File: src/rtl/voter_5_if.sv
// Ballot bus between the switch/DIP input stage and the voter: raw vote bits
// in, registered vote count and majority flag out.
interface voter_5_if;
  logic [4:0] Datain;
  logic [2:0] count;
  logic       resVoter;

  modport master (
    output Datain,
    input  count,
    input  resVoter
  );

  modport slave (
    input  Datain,
    output count,
    output resVoter
  );
endinterface

File: src/rtl/voter_5.sv
// Five-input majority voter: registers the number of yes votes and whether
// that number reaches the majority threshold, both from the same sample.
module voter_5 #(
  parameter int N_VOTERS  = 5,
  parameter int THRESHOLD = 3
) (
  input  logic      clk,
  input  logic      rst,
  voter_5_if.slave  bus
);

  localparam logic [2:0] THRESH = 3'(THRESHOLD);

  logic [2:0] votes;
  logic       majority;

  // Five bits can sum to at most 5, so a 3-bit accumulator never overflows.
  always_comb begin
    votes = 3'd0;
    for (int i = 0; i < N_VOTERS; i++) begin
      votes = votes + {2'b00, bus.Datain[i]};
    end
    majority = (votes >= THRESH);
  end

  always_ff @(posedge clk or posedge rst) begin
    if (rst) begin
      bus.count    <= 3'd0;
      bus.resVoter <= 1'b0;
    end else begin
      bus.count    <= votes;
      bus.resVoter <= majority;
    end
  end

endmodule

File: src/flat_wrapper.sv
// flat-port wrapper written by rule: the top's interface ports become plain ports
module voter_5_flat 
#(
  parameter int N_VOTERS  = 5,
  parameter int THRESHOLD = 3
)
  (clk, rst, bus_Datain, bus_count, bus_resVoter);
  voter_5_if bus_i ();
  input  logic clk;
  input  logic rst;
  input wire logic [$bits(bus_i.Datain)-1:0] bus_Datain;
  output wire logic [$bits(bus_i.count)-1:0] bus_count;
  output wire logic [$bits(bus_i.resVoter)-1:0] bus_resVoter;
  assign bus_i.Datain = bus_Datain;
  assign bus_count = bus_i.count;
  assign bus_resVoter = bus_i.resVoter;
  voter_5 #(.N_VOTERS(N_VOTERS), .THRESHOLD(THRESHOLD)) u_core (.clk(clk), .rst(rst), .bus(bus_i));
endmodule
File: config.mk
export PLATFORM = sky130hd
export DESIGN_NAME = voter_5_flat
export DESIGN_NICKNAME = d
export VERILOG_FILES = /design/src/rtl/voter_5_if.sv /design/src/rtl/voter_5.sv /design/src/flat_wrapper.sv
export SDC_FILE = /design/constraint.sdc
export NUM_CORES = 1
export LEC_CHECK = 0
export BUFFER_PORTS_ARGS = -buffer_cell sky130_fd_sc_hd__buf_4
export CORE_AREA = 3 3 40 42
export CTS_CLUSTER_SIZE = 12
export DETAILED_ROUTE_END_ITERATION = 10
export DIE_AREA = 0 0 43 45
export GPL_TIMING_DRIVEN = 0
export PLACE_DENSITY = 0.38
export SLEW_MARGIN = 40
export SYNTH_ARGS = -nofsm -noshare
export SYNTH_HDL_FRONTEND = slang
export SYNTH_SLANG_ARGS = --single-unit
File: constraint.sdc
create_clock -name clk -period 0.8 [get_ports clk]
set_input_delay 0.04 -clock clk [delete_from_list [all_inputs] [get_ports clk]]
set_output_delay 0.04 -clock clk [all_outputs]
set_load 0.01 [all_outputs]
==> results.rst, run 1 <==
.. list-table::
   :header-rows: 1

   * - Metric
     - Value
   * - Outcome
     - finished with violations
   * - Violated checks
     - negative setup slack
   * - Dominant combinational cell family by area after synthesis
     - adder cells
   * - Port Buffers
     - 10
   * - Number of distinct library cells after synthesis
     - 5
   * - Wire length per cell
     - between 7 and 8 µm
   * - Main synth FF type
     - sky130_fd_sc_hd__dfrtp_1
   * - Compound-Gate Fraction of Synth Area
     - 3.64%
   * - Share of the clock period used by the worst path after layout
     - 202%
   * - Slew Limit Headroom
     - 90.8%
   * - Fraction of the mapped netlist area in adder cells
     - 31.5%
   * - F_max
     - 0.620 GHz
   * - Maximum resistive drop on vdd
     - 0.000475 V
   * - Min-delay worst type
     - in -> reg
   * - DR iter-0 viols
     - 0
   * - Number of I/O pins
     - 11
   * - Synthesized net count
     - 29
   * - Fraction of synthesis flops using an asynchronous set or reset pin
     - between 90% and 100%
   * - DR vias/cell
     - 3.47
   * - Most used standard cell by instance count after synthesis
     - sky130_fd_sc_hd__inv_1
   * - Core area
     - 1280 µm²
   * - Startpoint Class
     - primary input
   * - Die outline height
     - ~45 µm
   * - Number of synthesized register bits
     - 4
   * - Largest net degree at the start of global routing
     - 5
   * - Data arrival time of the critical path
     - 1.73 ns
   * - Global placer's final weighted congestion
     - 0.631
   * - Post-synthesis instance total
     - 18
   * - Count of flip-flops with a built-in enable after synthesis
     - 0
   * - Final global-route overflow total
     - 0
   * - Commonest cells in the synthesized netlist
     - sky130_fd_sc_hd__inv_1 (9), sky130_fd_sc_hd__dfrtp_1 (4), sky130_fd_sc_hd__fa_1 (2), sky130_fd_sc_hd__ha_1 (2), sky130_fd_sc_hd__a21o_1 (1)
   * - Die footprint
     - 1940 µm²
   * - Share of synthesized area spent on multiplexers
     - 0%
   * - Number of search-and-repair iterations in the first detailed-routing pass
     - 1
   * - CTS H-tree depth
     - 1
   * - Average instance area after synthesis
     - 11.5 µm²
   * - Logic gate share of total power
     - 32.8%
   * - Setup ws final
     - -0.812 ns
   * - Seq pwr share
     - 35.1%
   * - Post-Synth Simple-Gate Area
     - 0%
   * - Min-delay src
     - bus_Datain[3]
   * - Post-Route Hold Slack
     - roughly 0.065 ns
   * - Worst Tran Pin Value
     - 0.137 ns
   * - Clock net sink count
     - 4
   * - Clock slew seen by the registers of the worst setup and hold paths
     - approximately 0.03 ns
   * - Cells taking the most area after synthesis
     - sky130_fd_sc_hd__dfrtp_1 (48%), sky130_fd_sc_hd__fa_1 (19%), sky130_fd_sc_hd__inv_1 (16%)
   * - Initial Util
     - 16.1%
   * - Worst setup path category
     - in -> reg
   * - Final worst path period need
     - 1.61 ns
   * - Wire length of the first global-routing pass
     - between 500 and 600 µm
   * - Number of global-route vias before repair
     - ~170
   * - Area added between synthesis and finish
     - 77.0%
   * - Net load switching power
     - 0.192 mW
   * - Cells on Worst Hold Path
     - 2
   * - Worst-case hold path end point
     - u_core.bus.count[0]
   * - Final count of pins violating max slew
     - 0
   * - Switch share
     - between 20% and 30%
   * - Internal Dissipation
     - 0.556 mW
   * - Area of all placed cells without fillers
     - 365 µm²
   * - Area share of the largest cell type after synthesis
     - about half
   * - Net total in the final layout
     - 45
   * - Area of the mapped netlist
     - 206 µm²
   * - Seq/Total Area, Yosys
     - 48.5%
   * - Finish-stage setup viols
     - 4
   * - Count of antenna diodes in the layout
     - 0
   * - Final-report hold violation count
     - 0
   * - Post-synth top area cell
     - sky130_fd_sc_hd__dfrtp_1
   * - Ratio of cells with drive above 1 in the final layout
     - 56.3%
   * - Remaining design rule violation count
     - 0
   * - Pleak
     - 0.196 nW
   * - Number of setup buffers added after CTS
     - 0
   * - Longest Clk Path Bufs
     - 2
   * - Power density relative to cell area
     - 2050 nW/µm²
   * - Num CTS Buffers
     - 3
   * - Xor/xnor share of the synthesized area
     - 0%
   * - Data required time of the worst path
     - 0.92 ns
   * - Number of antenna violations at the first check in global routing
     - 0
   * - Critical path capture point type
     - flop
   * - WL final
     - 337 µm
   * - Area of placed instances
     - 325 µm²
   * - Total of max-cap violations
     - 0
   * - Die width
     - 43 µm
   * - Part of the total power dissipated in the clock network
     - 32.0%
   * - RSZ-0062 raised after global routing
     - true
   * - Synth warnings
     - 0
   * - Via count
     - 163
   * - Clock tree from TritonCTS
     - built
   * - DPL Wire Length
     - about 280 µm
   * - CTS Root Buffer Type
     - sky130_fd_sc_hd__clkbuf_4
   * - Worst-path fanout max
     - 2
   * - Total track usage
     - 4.95%
   * - ANT nets after route
     - 0
   * - FP Rows
     - 13
==> repair_timing <==
| action | in CTS | in global routing |
|---|---|---|
| endpoints found under the hold margin | 4 | 0 |
| hold buffers | 1 | 0 |
| pin swaps | 0 | 0 |
| gates resized for setup | 2 | 0 |
| setup endpoints to repair | 4 | 4 |
==> layout by cell type, fill, tap and decap left out <==
cell type,instances
sky130_fd_sc_hd__buf_6,2
sky130_fd_sc_hd__inv_2,3
sky130_fd_sc_hd__a21o_1,1
sky130_fd_sc_hd__ha_4,2
sky130_fd_sc_hd__buf_4,8
sky130_fd_sc_hd__dlygate4sd3_1,1
sky130_fd_sc_hd__inv_1,6
sky130_fd_sc_hd__clkbuf_4,3
sky130_fd_sc_hd__fa_1,2
sky130_fd_sc_hd__dfrtp_1,4
==> metal layers <==
metal	global-route usage, %	routed length (µm)
met1	4.20	115
met2	5.69	119
met3	3.19	76
met4	9.04	26
met5	0	0
==> critical path, cell delays in order <==
cell,delay [ns]
sky130_fd_sc_hd__buf_6,0.09
sky130_fd_sc_hd__ha_4,0.25
sky130_fd_sc_hd__inv_2,0.03
sky130_fd_sc_hd__fa_1,0.44
sky130_fd_sc_hd__inv_2,0.07
sky130_fd_sc_hd__ha_4,0.12
sky130_fd_sc_hd__inv_2,0.03
sky130_fd_sc_hd__fa_1,0.47
sky130_fd_sc_hd__inv_1,0.05
sky130_fd_sc_hd__a21o_1,0.14
==> registers in the layout, summed over array words and instances, names as in the netlist <==
register / count
u_core.bus.count: 3
u_core.bus.resVoter: 1
==> stage by stage <==
stage	setup slack (ns)	std cells	utilization, %	power, mW	setup TNS (ns)
final	-0.812	47	28.4	0.748	-2.26
after global routing	-0.890	47	28.4	0.804	-2.48
after CTS	-0.816	47	28.4	0.770	-2.26
after detailed placement	-1.10	43	25.3	0.511	-3.35
after global placement	-1.09	43	25.3	0.509	-3.36
after floorplan	-0.918	18	-	0.388	-2.68
==> power groups by stage <==
stage | combinational, mW | sequential, mW | clock, mW
after floorplan | 0.0948 | 0.293 | 0
after global placement | 0.245 | 0.264 | 0
after detailed placement | 0.245 | 0.266 | 0
after CTS | 0.253 | 0.264 | 0.254
after global routing | 0.280 | 0.266 | 0.259
final | 0.246 | 0.263 | 0.240
==> worst max-delay path by stage <==
stage          cells after the start                   to          start  slack, ns
4_1_cts                           10  u_core.bus.resVoter  bus_Datain[1]      -0.82
2_1_floorplan                      9  u_core.bus.resVoter  bus_Datain[1]      -0.92
6_report                          10  u_core.bus.resVoter  bus_Datain[1]      -0.81
3_3_place_gp                      10  u_core.bus.resVoter  bus_Datain[1]      -1.09
5_1_grt                           10  u_core.bus.resVoter  bus_Datain[1]      -0.89
3_5_place_dp                      10  u_core.bus.resVoter  bus_Datain[1]      -1.10
==> cell families after synthesis <==
family,count (synthesis)
buffers and inverters,9
flip-flops,4
adder cells (fa/ha/maj),4
AO/OA/AOI/OAI,1
==> final cells by class <==
| cell class | instances | area (µm²) |
|---|---|---|
| Fill cell | 144 | 920 |
| Tap cell | 15 | 18.8 |
| Inverter | 9 | 33.8 |
| Timing Repair Buffer | 11 | 92.6 |
| Multi-Input combinational cell | 5 | 97.6 |
| Clock buffer | 3 | 22.5 |
| Sequential cell | 4 | 100 |
No activity file was read; power rests on OpenSTA's default activity.
==> run 2, diff against run 1 <==
--- a/constraint.sdc
+++ b/constraint.sdc
@@ -3,2 +3,2 @@
 set_output_delay 0.04 -clock clk [all_outputs]
-set_load 0.01 [all_outputs]
+set_load 0.1 [all_outputs]
==> results.rst, run 2 (synthesized netlist as in run 1, its figures left out) <==
.. list-table::
   :header-rows: 1

   * - Metric
     - Value
   * - Reg area
     - just over 100 µm²
   * - Global routing met2 resource utilization
     - between 7 and 8%
   * - RSZ-0062 raised after global routing
     - true
   * - Pleak
     - around 0.20 nW
   * - Initial Util
     - 16.1%
   * - Setup ws final
     - -0.818 ns
   * - Port Buffers
     - 10
   * - Global placer's final weighted congestion
     - 0.597
   * - Final core area utilization
     - around a third
   * - Finish-stage setup viols
     - 8
   * - Final count of pins violating max slew
     - 0
   * - Critical path capture point type
     - flop
   * - Number of antenna violations at the first check in global routing
     - 0
   * - Busiest layer in global routing
     - met4
   * - Part of the total power dissipated in the clock network
     - between 20% and 30%
   * - Met3 track demand over resource
     - 3.59%
   * - Remaining design rule violation count
     - 0
   * - Logic gate share of total power
     - 54.6%
   * - Switch share
     - ~46%
   * - CTS H-tree depth
     - 1
   * - Die outline height
     - 45 µm
   * - WL final
     - 352 µm
   * - Seq pwr share
     - around a quarter
   * - Share of the clock period used by the worst path after layout
     - 202%
   * - Max FFs per register
     - 3
   * - Post-Route Hold Slack
     - 0.0567 ns
   * - Final worst path period need
     - 1.62 ns
   * - Ratio of cells with drive above 1 in the final layout
     - 63.6%
   * - Total track usage
     - 5.69%
   * - Min-delay worst type
     - in -> reg
   * - Wire length per cell
     - between 7 and 8 µm
   * - Internal Dissipation
     - 0.667 mW
   * - Worst Tran Pin Value
     - about 0.20 ns
   * - Die footprint
     - 1940 µm²
   * - Total of max-cap violations
     - 0
   * - Maximum resistive drop on vdd
     - between 0.0007 and 0.0008 V
   * - Data arrival time of the critical path
     - 1.74 ns
   * - Clock net sink count
     - 4
   * - Count of antenna diodes in the layout
     - 0
   * - Number of search-and-repair iterations in the first detailed-routing pass
     - 1
   * - Data required time of the worst path
     - 0.92 ns
   * - Startpoint Class
     - primary input
   * - Clock tree from TritonCTS
     - built
   * - Worst-case hold path end point
     - u_core.bus.count[0]
   * - Global-route track usage on met1
     - 4.39%
   * - DR iter-0 viols
     - 0
   * - Num CTS Buffers
     - 3
   * - Top library cells by usage in the layout, fill and taps aside
     - sky130_fd_sc_hd__inv_1 (6), sky130_fd_sc_hd__buf_4 (4)
   * - Outcome
     - finished with violations
   * - Biggest regs
     - u_core.bus.count x3, u_core.bus.resVoter x1
   * - Area taken by multi-input logic gates
     - 97.6 µm²
   * - Die width
     - 43 µm
   * - ANT nets after route
     - 0
   * - Slew Limit Headroom
     - between 80% and 90%
   * - DPL Wire Length
     - 329 µm
   * - Via count
     - 161
   * - Net total in the final layout
     - 45
   * - Number of setup buffers added after CTS
     - 0
   * - Final global-route overflow total
     - 0
   * - Wire length of the first global-routing pass
     - 676 µm
   * - F_max
     - 0.618 GHz
   * - Worst-path fanout max
     - 2
   * - Clock slew seen by the registers of the worst setup and hold paths
     - 0.04 ns
   * - Core area
     - 1280 µm²
   * - Largest net degree at the start of global routing
     - 5
   * - Power density relative to cell area
     - approximately 3100 nW/µm²
   * - Layout filler cell count
     - around 140
   * - Top reg by flops
     - u_core.bus.count
   * - Cells on Worst Hold Path
     - 2
   * - Min-delay src
     - bus_Datain[3]
   * - Final-report hold violation count
     - 0
   * - Violated checks
     - negative setup slack
   * - Area added between synthesis and finish
     - 95.8%
   * - Longest Clk Path Bufs
     - 2
   * - Net load switching power
     - 0.566 mW
   * - FP Rows
     - 13
   * - Number of global-route vias before repair
     - 195
   * - CTS Root Buffer Type
     - sky130_fd_sc_hd__clkbuf_4
   * - Number of I/O pins
     - 11
   * - Worst setup path category
     - in -> reg
   * - Commonest non-fill, non-tap cell in the layout
     - sky130_fd_sc_hd__inv_1
   * - Pwr Total
     - 1.23 mW
   * - DR vias/cell
     - 3.35
run 2: changes by cell type in the layout (fill, tap and decap cells not counted), sizes merged:
cell / delta
clkbuf: +1
run 2: worst max-delay path, stage by stage:
cell and delay [ns]:
sky130_fd_sc_hd__buf_6 0.09, sky130_fd_sc_hd__ha_4 0.25, sky130_fd_sc_hd__inv_2 0.03, sky130_fd_sc_hd__fa_1 0.44, sky130_fd_sc_hd__inv_2 0.08, sky130_fd_sc_hd__ha_4 0.11
sky130_fd_sc_hd__inv_2 0.03, sky130_fd_sc_hd__fa_1 0.47, sky130_fd_sc_hd__inv_1 0.05, sky130_fd_sc_hd__a21o_1 0.15
run 2: area by class of cell:
class / count / share of cell area [%]
Multi-Input combinational cell: 5 / 24.1
Timing Repair Buffer: 11 / 30.7
Sequential cell: 4 / 25.7
Clock buffer: 4 / 6.50
Tap cell: 15 / 4.64
Inverter: 9 / 8.36
run 2: worst max-delay path by stage:
stage / startpoint / end / slack [ns] / cells past startpoint
floorplan: bus_Datain[1] / u_core.bus.resVoter / -0.92 / 9
global placement: bus_Datain[1] / u_core.bus.resVoter / -1.09 / 10
detailed placement: bus_Datain[1] / u_core.bus.resVoter / -1.10 / 10
CTS: bus_Datain[1] / u_core.bus.resVoter / -0.82 / 10
global route: bus_Datain[1] / u_core.bus.resVoter / -0.88 / 10
finish: bus_Datain[1] / u_core.bus.resVoter / -0.82 / 10
run 2: metal layers:
metal | up-vias | share of wire [%]
met2 | 12 | 45
met4 | 0 | 4.8
met1 | 70 | 33
li1 | 77 | -
met5 | - | 0
met3 | 2 | 17
run 2: through the flow:
| step | worst slack (ns) | instance area [µm²] | cells | TNS [ns] |
|---|---|---|---|---|
| after CTS | -0.822 | 395 | 48 | -2.47 |
| final | -0.818 | 404 | 48 | -2.41 |
| after global placement | -1.09 | 329 | 43 | -3.36 |
| after detailed placement | -1.10 | 329 | 43 | -3.39 |
| after global routing | -0.880 | 404 | 48 | -2.71 |
| after floorplan | -0.918 | 235 | 18 | -2.80 |
run 2: power groups by stage:
stage	Combinational [mW]	Clock, mW	Sequential, mW
floorplan	0.0948	0	0.636
global placement	0.592	0	0.271
detailed placement	0.596	0	0.273
CTS	0.657	0.286	0.286
global route	0.705	0.308	0.292
finish	0.673	0.271	0.289
run 2: what timing repair did:
| action | in CTS | in global routing |
|---|---|---|
| pin swaps | 0 | 0 |
| hold buffers | 1 | 0 |
| endpoints found under the hold margin | 4 | 0 |
| gates resized for setup | 8 | 2 |
| endpoints found under the setup margin | 8 | 8 |
==> run 3, diff against run 2 <==
clock period = 1.81 ns   (was 0.8 ns; I/O delays follow)
==> results.rst, run 3 (synthesized netlist as in run 1, its figures left out) <==
.. list-table::
   :header-rows: 1

   * - Metric
     - Value
   * - Outcome
     - complete, no violations
   * - Met3 wirelength from detailed routing
     - between 70 and 80 µm
   * - Top library cells by usage in the layout, fill and taps aside
     - sky130_fd_sc_hd__buf_4 (9), sky130_fd_sc_hd__inv_1 (7), sky130_fd_sc_hd__dfrtp_1 (4)
   * - Die footprint
     - 1940 µm²
   * - WL final
     - ~380 µm
   * - Final worst path period need
     - 1.72 ns
   * - Max FFs per register
     - 3
   * - Port Buffers
     - 10
   * - Final non-filler cell total
     - 47
   * - Final count of pins violating max slew
     - 0
   * - Total of max-cap violations
     - 0
   * - F_max
     - approximately 0.58 GHz
   * - Slew Limit Headroom
     - 81.5%
   * - Wire length of the first global-routing pass
     - 552 µm
   * - Critical path capture point type
     - flop
   * - Total track usage
     - 4.62%
   * - Min-delay worst type
     - in -> reg
   * - Number of global-route vias before repair
     - approximately 160
   * - Data arrival time of the critical path
     - 1.84 ns
   * - Initial Util
     - 16.1%
   * - Highest routed layer
     - met4
   * - Data required time of the worst path
     - 1.93 ns
   * - Worst-path fanout max
     - 2
   * - Worst setup startpoint
     - bus_Datain[0]
   * - Clock net sink count
     - 4
   * - Startpoint Class
     - primary input
   * - Worst setup path category
     - in -> reg
   * - RSZ-0062 raised after global routing
     - false
   * - Commonest non-fill, non-tap cell in the layout
     - sky130_fd_sc_hd__buf_4
   * - Layout filler cell count
     - 135
   * - Global placer's final weighted congestion
     - 0.618
   * - Number of setup buffers added after CTS
     - 0
   * - Internal Dissipation
     - 0.242 mW
   * - Finish-stage setup viols
     - 0
   * - Total Neg Setup Slack
     - 0 ns
   * - Final global-route overflow total
     - 0
   * - Core area
     - 1280 µm²
   * - Number of antenna violations at the first check in global routing
     - 0
   * - FP Rows
     - 13
   * - Longest Clk Path Bufs
     - 2
   * - Die outline height
     - between 40 and 50 µm
   * - Final core area utilization
     - 27.4%
   * - Routed wl met2
     - 173 µm
   * - Wire length on met1
     - 122 µm
   * - Net load switching power
     - 0.234 mW
   * - DR iter-0 viols
     - 0
   * - Post-place setup slack
     - -0.164 ns
   * - CTS H-tree depth
     - 1
   * - Worst Tran Pin Value
     - 0.280 ns
   * - Net total in the final layout
     - 45
   * - Via count
     - between 150 and 200
   * - DR vias/cell
     - 3.23
   * - Final-report hold violation count
     - 0
   * - Clock slew seen by the registers of the worst setup and hold paths
     - roughly 0.04 ns
   * - Largest net degree at the start of global routing
     - 5
   * - Pleak
     - 0.195 nW
   * - Maximum resistive drop on vdd
     - 0.000397 V
   * - Setup ws final
     - 0.0909 ns
   * - Die width
     - 43 µm
   * - Pwr Total
     - 0.476 mW
   * - Remaining design rule violation count
     - 0
   * - Biggest regs
     - u_core.bus.count x3, u_core.bus.resVoter x1
   * - Number of search-and-repair iterations in the first detailed-routing pass
     - 1
   * - Top reg by flops
     - u_core.bus.count
   * - Wire length per cell
     - 8.02 µm
   * - Number of I/O pins
     - 11
   * - Number of cells in the design after placement
     - 43
   * - DPL Wire Length
     - 310 µm
   * - Logic gate share of total power
     - 53.3%
   * - Part of the total power dissipated in the clock network
     - 22.3%
   * - Endpoint of the most critical setup path
     - u_core.bus.resVoter
   * - Seq pwr share
     - ~25%
   * - Clock tree from TritonCTS
     - built
   * - Ratio of cells with drive above 1 in the final layout
     - 53.1%
   * - Switch share
     - between 40% and 50%
   * - Count of antenna diodes in the layout
     - 0
   * - Share of the clock period used by the worst path after layout
     - roughly 95%
   * - Num CTS Buffers
     - 3
   * - CTS Root Buffer Type
     - sky130_fd_sc_hd__clkbuf_4
   * - Area added between synthesis and finish
     - 70.3%
   * - ANT nets after route
     - 0
   * - Power density relative to cell area
     - 1350 nW/µm²
-- run 3: cell count changes in the layout (fill, tap and decap cells not counted), sizes merged --
cell    change
clkbuf      -1
-- run 3: power by group through the flow --
stage / sequential [mW] / combinational [mW] / clock [mW]
6_report: 0.117 / 0.253 / 0.106
5_1_grt: 0.118 / 0.267 / 0.114
4_1_cts: 0.117 / 0.250 / 0.114
3_5_place_dp: 0.118 / 0.248 / 0
3_3_place_gp: 0.117 / 0.249 / 0
2_1_floorplan: 0.278 / 0.0320 / 0
-- run 3: worst min path at each step --
stage	start	end	slack, ns	cells past startpoint
after floorplan	rst	u_core.bus.count[0]	-0.14	1
final	bus_Datain[3]	u_core.bus.count[0]	0.14	2
after global placement	rst	u_core.bus.count[1]	-0.02	2
after CTS	bus_Datain[3]	u_core.bus.count[0]	0.12	2
after global routing	bus_Datain[3]	u_core.bus.count[0]	0.15	2
after detailed placement	rst	u_core.bus.count[0]	-0.02	2
-- run 3: layout make-up --
type	instances	area, µm²	share of cell area (%)
clock buffers	3	22.5	6.41
inverters	9	33.8	9.61
multi-input cells	5	87.6	24.9
flip-flops and latches	4	100	28.5
well taps	15	18.8	5.34
repair buffers	11	88.8	25.3
-- run 3: routing by layer --
layer	global-route usage (%)	up-vias
met5	0	-
met4	7.23	0
met3	2.79	2
met2	6.59	11
met1	3.46	63
li1	-	76
-- run 3: critical path, stage by stage --
cell and delay (ns):
sky130_fd_sc_hd__buf_4 0.12, sky130_fd_sc_hd__ha_4 0.25, sky130_fd_sc_hd__inv_2 0.03, sky130_fd_sc_hd__fa_1 0.43
sky130_fd_sc_hd__inv_1 0.07, sky130_fd_sc_hd__ha_2 0.16, sky130_fd_sc_hd__inv_2 0.03, sky130_fd_sc_hd__fa_1 0.47
sky130_fd_sc_hd__inv_1 0.05, sky130_fd_sc_hd__a21o_1 0.14
-- run 3: through the flow --
step | hold slack [ns] | cell area, µm²
floorplan | -0.143 | 206
global placement | -0.0184 | 300
detailed placement | -0.0167 | 300
CTS | 0.122 | 333
global route | 0.150 | 352
finish | 0.143 | 352
-- run 3: what timing repair did --
item,in CTS,in global routing
hold buffers,1,0
setup endpoints to repair,0,1
endpoints found under the hold margin,4,0
gates resized for setup,0,5
